File: config.mk
export PLATFORM = sky130hd
export DESIGN_NAME = writeback_stage_flat
export DESIGN_NICKNAME = d
export VERILOG_FILES = /design/src/rtl/writeback_stage_if.sv /design/src/rtl/writeback_stage.sv /design/src/flat_wrapper.sv
export SDC_FILE = /design/constraint.sdc
export NUM_CORES = 1
export LEC_CHECK = 0
export CAP_MARGIN = 30
export CELL_PAD_IN_SITES_DETAIL_PLACEMENT = 1
export CELL_PAD_IN_SITES_GLOBAL_PLACEMENT = 1
export CORE_UTILIZATION = 34
export CTS_BUF_LIST = sky130_fd_sc_hd__clkbuf_4 sky130_fd_sc_hd__clkbuf_8
export CTS_CLUSTER_DIAMETER = 100
export CTS_CLUSTER_SIZE = 20
export DETAILED_ROUTE_END_ITERATION = 16
export PLACE_DENSITY_LB_ADDON = 0.05
export SLEW_MARGIN = 10
export SYNTH_ARGS = -nofsm -noshare
export SYNTH_HDL_FRONTEND = slang
export SYNTH_SLANG_ARGS = --single-unit
File: constraint.sdc
create_clock -name clk -period 4.2 [get_ports clk]
set_clock_uncertainty 0.1 [all_clocks]
set_input_delay 0.42 -clock clk [delete_from_list [all_inputs] [get_ports clk]]
set_output_delay 0.42 -clock clk [all_outputs]
set_load 0.02 [all_outputs]
File: src/rtl/writeback_stage_if.sv
// writeback_stage_if: MEM->WB pipeline bus, stall/flush control, bypass lookup and register-file write port
// master: drives mem_*, stall, flush, ex_rs/ex_rt; reads the write port, bypass results and retire_count
// slave: the writeback stage itself
interface writeback_stage_if;
  logic        mem_valid, mem_RegWrite, mem_MemtoReg;
  logic [4:0]  mem_rd;
  logic [31:0] mem_aluResult, mem_readData;
  logic        stall, flush;
  logic [4:0]  ex_rs, ex_rt;
  logic [4:0]  rd;
  logic [31:0] writeData;
  logic        RegWrite;
  logic        fwdA_hit, fwdB_hit;
  logic [31:0] fwdA_data, fwdB_data;
  logic [31:0] retire_count;
  modport master (
    output mem_valid, mem_RegWrite, mem_MemtoReg, mem_rd, mem_aluResult, mem_readData,
    output stall, flush, ex_rs, ex_rt,
    input  rd, writeData, RegWrite, fwdA_hit, fwdB_hit, fwdA_data, fwdB_data, retire_count
  );
  modport slave (
    input  mem_valid, mem_RegWrite, mem_MemtoReg, mem_rd, mem_aluResult, mem_readData,
    input  stall, flush, ex_rs, ex_rt,
    output rd, writeData, RegWrite, fwdA_hit, fwdB_hit, fwdA_data, fwdB_data, retire_count
  );
endinterface

File: src/rtl/writeback_stage.sv
// writeback_stage: WB pipeline register, register-file write port, two-deep bypass and optional retire counter
// ports: clk, reset (async, active-high), b (writeback_stage_if.slave: mem_* in, stall/flush, ex_rs/ex_rt,
//        rd/writeData/RegWrite write port, fwdA/fwdB bypass, retire_count)
// WB_RETIRE_COUNT_EN: builds the 32-bit retired-instruction counter; otherwise retire_count is 0
module writeback_stage (
  input logic clk,
  input logic reset,
  writeback_stage_if.slave b
);
  logic        wb_valid, wb_regwrite, wb_memtoreg;
  logic [4:0]  wb_rd;
  logic [31:0] wb_alu, wb_rdata;
  logic        prev_valid;
  logic [4:0]  prev_rd;
  logic [31:0] prev_data;
  always_ff @(posedge clk or posedge reset)
    if (reset) begin
      wb_valid    <= 1'b0;
      wb_regwrite <= 1'b0;
      wb_memtoreg <= 1'b0;
      wb_rd       <= '0;
      wb_alu      <= '0;
      wb_rdata    <= '0;
      prev_valid  <= 1'b0;
      prev_rd     <= '0;
      prev_data   <= '0;
    end else begin
      if (b.flush) wb_valid <= 1'b0;
      else if (!b.stall) begin
        wb_valid    <= b.mem_valid;
        wb_regwrite <= b.mem_RegWrite;
        wb_memtoreg <= b.mem_MemtoReg;
        wb_rd       <= b.mem_rd;
        wb_alu      <= b.mem_aluResult;
        wb_rdata    <= b.mem_readData;
      end
      // last cycle's write stays visible while the register file's registered read catches up
      prev_valid <= b.RegWrite;
      prev_rd    <= b.rd;
      prev_data  <= b.writeData;
    end
  assign b.RegWrite  = wb_valid & wb_regwrite & (wb_rd != 5'd0);
  assign b.rd        = wb_rd;
  assign b.writeData = wb_memtoreg ? wb_rdata : wb_alu;
  logic a_cur, a_prev, b_cur, b_prev;
  always_comb begin
    a_cur  = b.RegWrite & (b.rd == b.ex_rs);
    a_prev = prev_valid & (prev_rd == b.ex_rs);
    b_cur  = b.RegWrite & (b.rd == b.ex_rt);
    b_prev = prev_valid & (prev_rd == b.ex_rt);
    b.fwdA_hit  = (b.ex_rs != 5'd0) & (a_cur | a_prev);
    b.fwdB_hit  = (b.ex_rt != 5'd0) & (b_cur | b_prev);
    b.fwdA_data = !b.fwdA_hit ? 32'd0 : a_cur ? b.writeData : prev_data;
    b.fwdB_data = !b.fwdB_hit ? 32'd0 : b_cur ? b.writeData : prev_data;
  end
`ifdef WB_RETIRE_COUNT_EN
  logic [31:0] cnt;
  always_ff @(posedge clk or posedge reset)
    if (reset) cnt <= '0;
    else if (wb_valid && !b.stall) cnt <= cnt + 32'd1;
  assign b.retire_count = cnt;
`else
  assign b.retire_count = 32'd0;
`endif
endmodule

File: src/flat_wrapper.sv
// flat-port wrapper written by rule: the top's interface ports become plain ports
module writeback_stage_flat 
  (clk, reset, b_mem_valid, b_mem_RegWrite, b_mem_MemtoReg, b_mem_rd, b_mem_aluResult, b_mem_readData, b_stall, b_flush, b_ex_rs, b_ex_rt, b_rd, b_writeData, b_RegWrite, b_fwdA_hit, b_fwdB_hit, b_fwdA_data, b_fwdB_data, b_retire_count);
  writeback_stage_if b_i ();
  input logic clk;
  input logic reset;
  input wire logic [$bits(b_i.mem_valid)-1:0] b_mem_valid;
  input wire logic [$bits(b_i.mem_RegWrite)-1:0] b_mem_RegWrite;
  input wire logic [$bits(b_i.mem_MemtoReg)-1:0] b_mem_MemtoReg;
  input wire logic [$bits(b_i.mem_rd)-1:0] b_mem_rd;
  input wire logic [$bits(b_i.mem_aluResult)-1:0] b_mem_aluResult;
  input wire logic [$bits(b_i.mem_readData)-1:0] b_mem_readData;
  input wire logic [$bits(b_i.stall)-1:0] b_stall;
  input wire logic [$bits(b_i.flush)-1:0] b_flush;
  input wire logic [$bits(b_i.ex_rs)-1:0] b_ex_rs;
  input wire logic [$bits(b_i.ex_rt)-1:0] b_ex_rt;
  output wire logic [$bits(b_i.rd)-1:0] b_rd;
  output wire logic [$bits(b_i.writeData)-1:0] b_writeData;
  output wire logic [$bits(b_i.RegWrite)-1:0] b_RegWrite;
  output wire logic [$bits(b_i.fwdA_hit)-1:0] b_fwdA_hit;
  output wire logic [$bits(b_i.fwdB_hit)-1:0] b_fwdB_hit;
  output wire logic [$bits(b_i.fwdA_data)-1:0] b_fwdA_data;
  output wire logic [$bits(b_i.fwdB_data)-1:0] b_fwdB_data;
  output wire logic [$bits(b_i.retire_count)-1:0] b_retire_count;
  assign b_i.mem_valid = b_mem_valid;
  assign b_i.mem_RegWrite = b_mem_RegWrite;
  assign b_i.mem_MemtoReg = b_mem_MemtoReg;
  assign b_i.mem_rd = b_mem_rd;
  assign b_i.mem_aluResult = b_mem_aluResult;
  assign b_i.mem_readData = b_mem_readData;
  assign b_i.stall = b_stall;
  assign b_i.flush = b_flush;
  assign b_i.ex_rs = b_ex_rs;
  assign b_i.ex_rt = b_ex_rt;
  assign b_rd = b_i.rd;
  assign b_writeData = b_i.writeData;
  assign b_RegWrite = b_i.RegWrite;
  assign b_fwdA_hit = b_i.fwdA_hit;
  assign b_fwdB_hit = b_i.fwdB_hit;
  assign b_fwdA_data = b_i.fwdA_data;
  assign b_fwdB_data = b_i.fwdB_data;
  assign b_retire_count = b_i.retire_count;
  writeback_stage u_core (.clk(clk), .reset(reset), .b(b_i));
endmodule
==> impl_metrics.toml <==
[worst_setup_path]
reg2regPathDepth = 1
regToRegStartpoint = "u_core.wb_memtoreg"
crit_type = "reg -> out"
crit_arrival_ps = 3210
r2r_setup_slack_ps = 2510
cp.required_ps = 3680
critPathLaunchType = "register"
critPathMaxFanout = 19
worstReg2RegEnd = "u_core.prev_data[16]"
end_kind = "output port"

[clock_network]
cts-htree-levels = 3
clock-root-buffer = "clkbuf_8"
cts_tree = "built"
cts_made_buffers = 9
postCtsHoldBufs = 0
post_cts_buffers = 0
clkTransAtPathRegs_ps = 110
clock_latency_ps = 380
clockBufferDepth = 2
clock_sinks = 110
cts_resized = 0

[floorplan]
rows = 47
start_util = 0.348
die_width_um = 132
die_h_um = 132
die_area_um2 = 17400
core-area_um2 = 16500
io_pins = 222

[place]
gp_congestion = 0.750
dp_slack_ps = 442
hpwl_mm = 13.0
portBuffers = 189

[timing]
fmax_mhz = 268
slew_violations = 0
min_period_ps = 3730
max_slew.worst_pin.slew_ps = 919
worst_slack_ps = 472
setup_viol = 0
totalNegativeSetupSlack_ps = 0
relSlewSlack = 0.386
grt_setup_unrepaired = "false"
hold_viol = 0
period_share = 0.888

[cells_and_area]
layout_common_cells = "189 x clkdlybuf4s50_1, 108 x dfrtp_1, 103 x mux2_2"
seq_area_um2 = 2760
final_util = 0.478
drive_above_1_share = 0.213
multi_input_area_um2 = 2620
fillerInstances = 1809
nets = 785
n_antenna_cell = 0
layout_commonest_cell = "clkdlybuf4s50_1"
area_growth_pct = 37.6

[global_route]
overflow = 0
antenna_found_initial = 0
grt_pass1_wl_mm = 29.4
grt_usage = 0.218
grt_max_degree = 54
grt_pass1_vias = 5162

[worst_hold_path]
min_path_type = "in -> async"

[route]
drt_first_iter_violations = 175
vias = 4713
routedWlPerCell_um = 19.8
viasPerCell = 5.10
routed_wl_mm = 18.3
ant_nets = 0
drc = 0
firstDrtPassIters = 6

[run]
max-cap-violations = 0

[synth]
synthArstFlopShare = 1.00
syn_area_per_cell_um2 = 10.9
synth_seq_area_share = 0.479
synth_edf_count = 0
synthFlopType = "dfrtp_1"
ys_warn_count = 0
ys_seq_elements = 110
yosysUniqueCellTypes = 24
syn_area_um2 = 5750
netlist_instances = 526

[power_and_ir_drop]
power_switching_share = 0.322
ir_worst_vdd_v = 0.000143
leakage_nw = 3.00
p_per_area_nw_per_um2 = 351
intPower_w = 0.00188
clock_power_share = 0.224
combPwrFrac = 0.281
power_frac_seq = 0.496
p_sw_w = 0.000894

[outcome]
status = "completed"
## sequential cells by signal, summed over array words and instances, names as in the netlist
register and cells:
u_core.prev_rd 5, u_core.wb_regwrite 1, u_core.b.rd 5, u_core.wb_valid 1, u_core.wb_alu 32, u_core.wb_rdata 32, u_core.prev_data 32, u_core.prev_valid 1
u_core.wb_memtoreg 1
## area by class of cell
type / instances / share of cell area
repair buffers: 207 / 0.261
clock inverters: 5 / 0.00427
multi-input cells: 370 / 0.331
clock buffers: 11 / 0.0191
flip-flops and latches: 110 / 0.348
inverters: 1 / 0.000791
well taps: 220 / 0.0348
## power by group through the flow
stage	sequential, W	clock, W	combinational, W
global route	0.00140	0.000686	0.000833
CTS	0.00137	0.000648	0.000790
floorplan	0.00134	0	0.000481
finish	0.00137	0.000621	0.000778
global placement	0.00139	0	0.000762
detailed placement	0.00139	0	0.000786
## worst max path at each step
stage | start | end | cells past startpoint
floorplan | reset | u_core.b.rd[0] | 1
global placement | b_ex_rt[0] | b_fwdB_data[0] | 8
detailed placement | b_ex_rt[0] | b_fwdB_data[23] | 8
CTS | u_core.b.rd[1] | b_fwdB_data[26] | 7
global route | u_core.b.rd[1] | b_fwdB_data[24] | 7
finish | u_core.b.rd[1] | b_fwdB_data[28] | 7
## cells by family (layout without fill, tap and decap cells)
group | count (synthesis) | in the layout | synth area share
AOI/OAI and AO/OA | 67 | 67 | 0.0625
buffers and inverters | 77 | 224 | 0.0912
DFF | 110 | 110 | 0.479
xor gates and xnor gates | 20 | 20 | 0.0305
muxes | 104 | 104 | 0.204
and+or+nand+nor | 147 | 147 | 0.133
other | 1 | 32 | 0.000653
## layer usage
metal,wire [um],up-vias,track usage
met5,0,-,0
met4,313,0,0.0698
met3,948,18,0.0423
met2,9100,153,0.372
met1,7910,2384,0.277
li1,-,2158,-
## through the flow
stage / std cells / area, um2 / hold slack (ps) / power [W]
3_5_place_dp: 908 / 7720 / 390 / 0.00218
5_1_grt: 924 / 7910 / 429 / 0.00292
3_3_place_gp: 906 / 7680 / 384 / 0.00215
2_1_floorplan: 557 / 5860 / 375 / 0.00182
4_1_cts: 924 / 7910 / 406 / 0.00281
6_report: 924 / 7910 / 385 / 0.00277
## cell usage after synthesis (all sizes together), types with 2 or more instances
library cell | count | area (um2)
xnor2 | 10 | 87.6
nand2 | 64 | 240
buf | 54 | 438
nand3 | 2 | 10.0
or4 | 2 | 15.0
mux2 | 103 | 1160
dfrtp | 110 | 2750
and4 | 2 | 17.5
a21oi | 66 | 338
nor3 | 4 | 25.0
xor2 | 10 | 87.6
nor2 | 6 | 22.5
nand4 | 66 | 425
clkbuf | 22 | 82.6
## worst max-delay path, stage by stage, from the launching register on
cell and delay, ps:
dfrtp_1 480, or3_1 410, o311a_4 360, nand4_2 360, buf_4 270, nand4_1 100
a21oi_1 170, clkdlybuf4s50_1 640
Power figures use the tool's default switching activity.
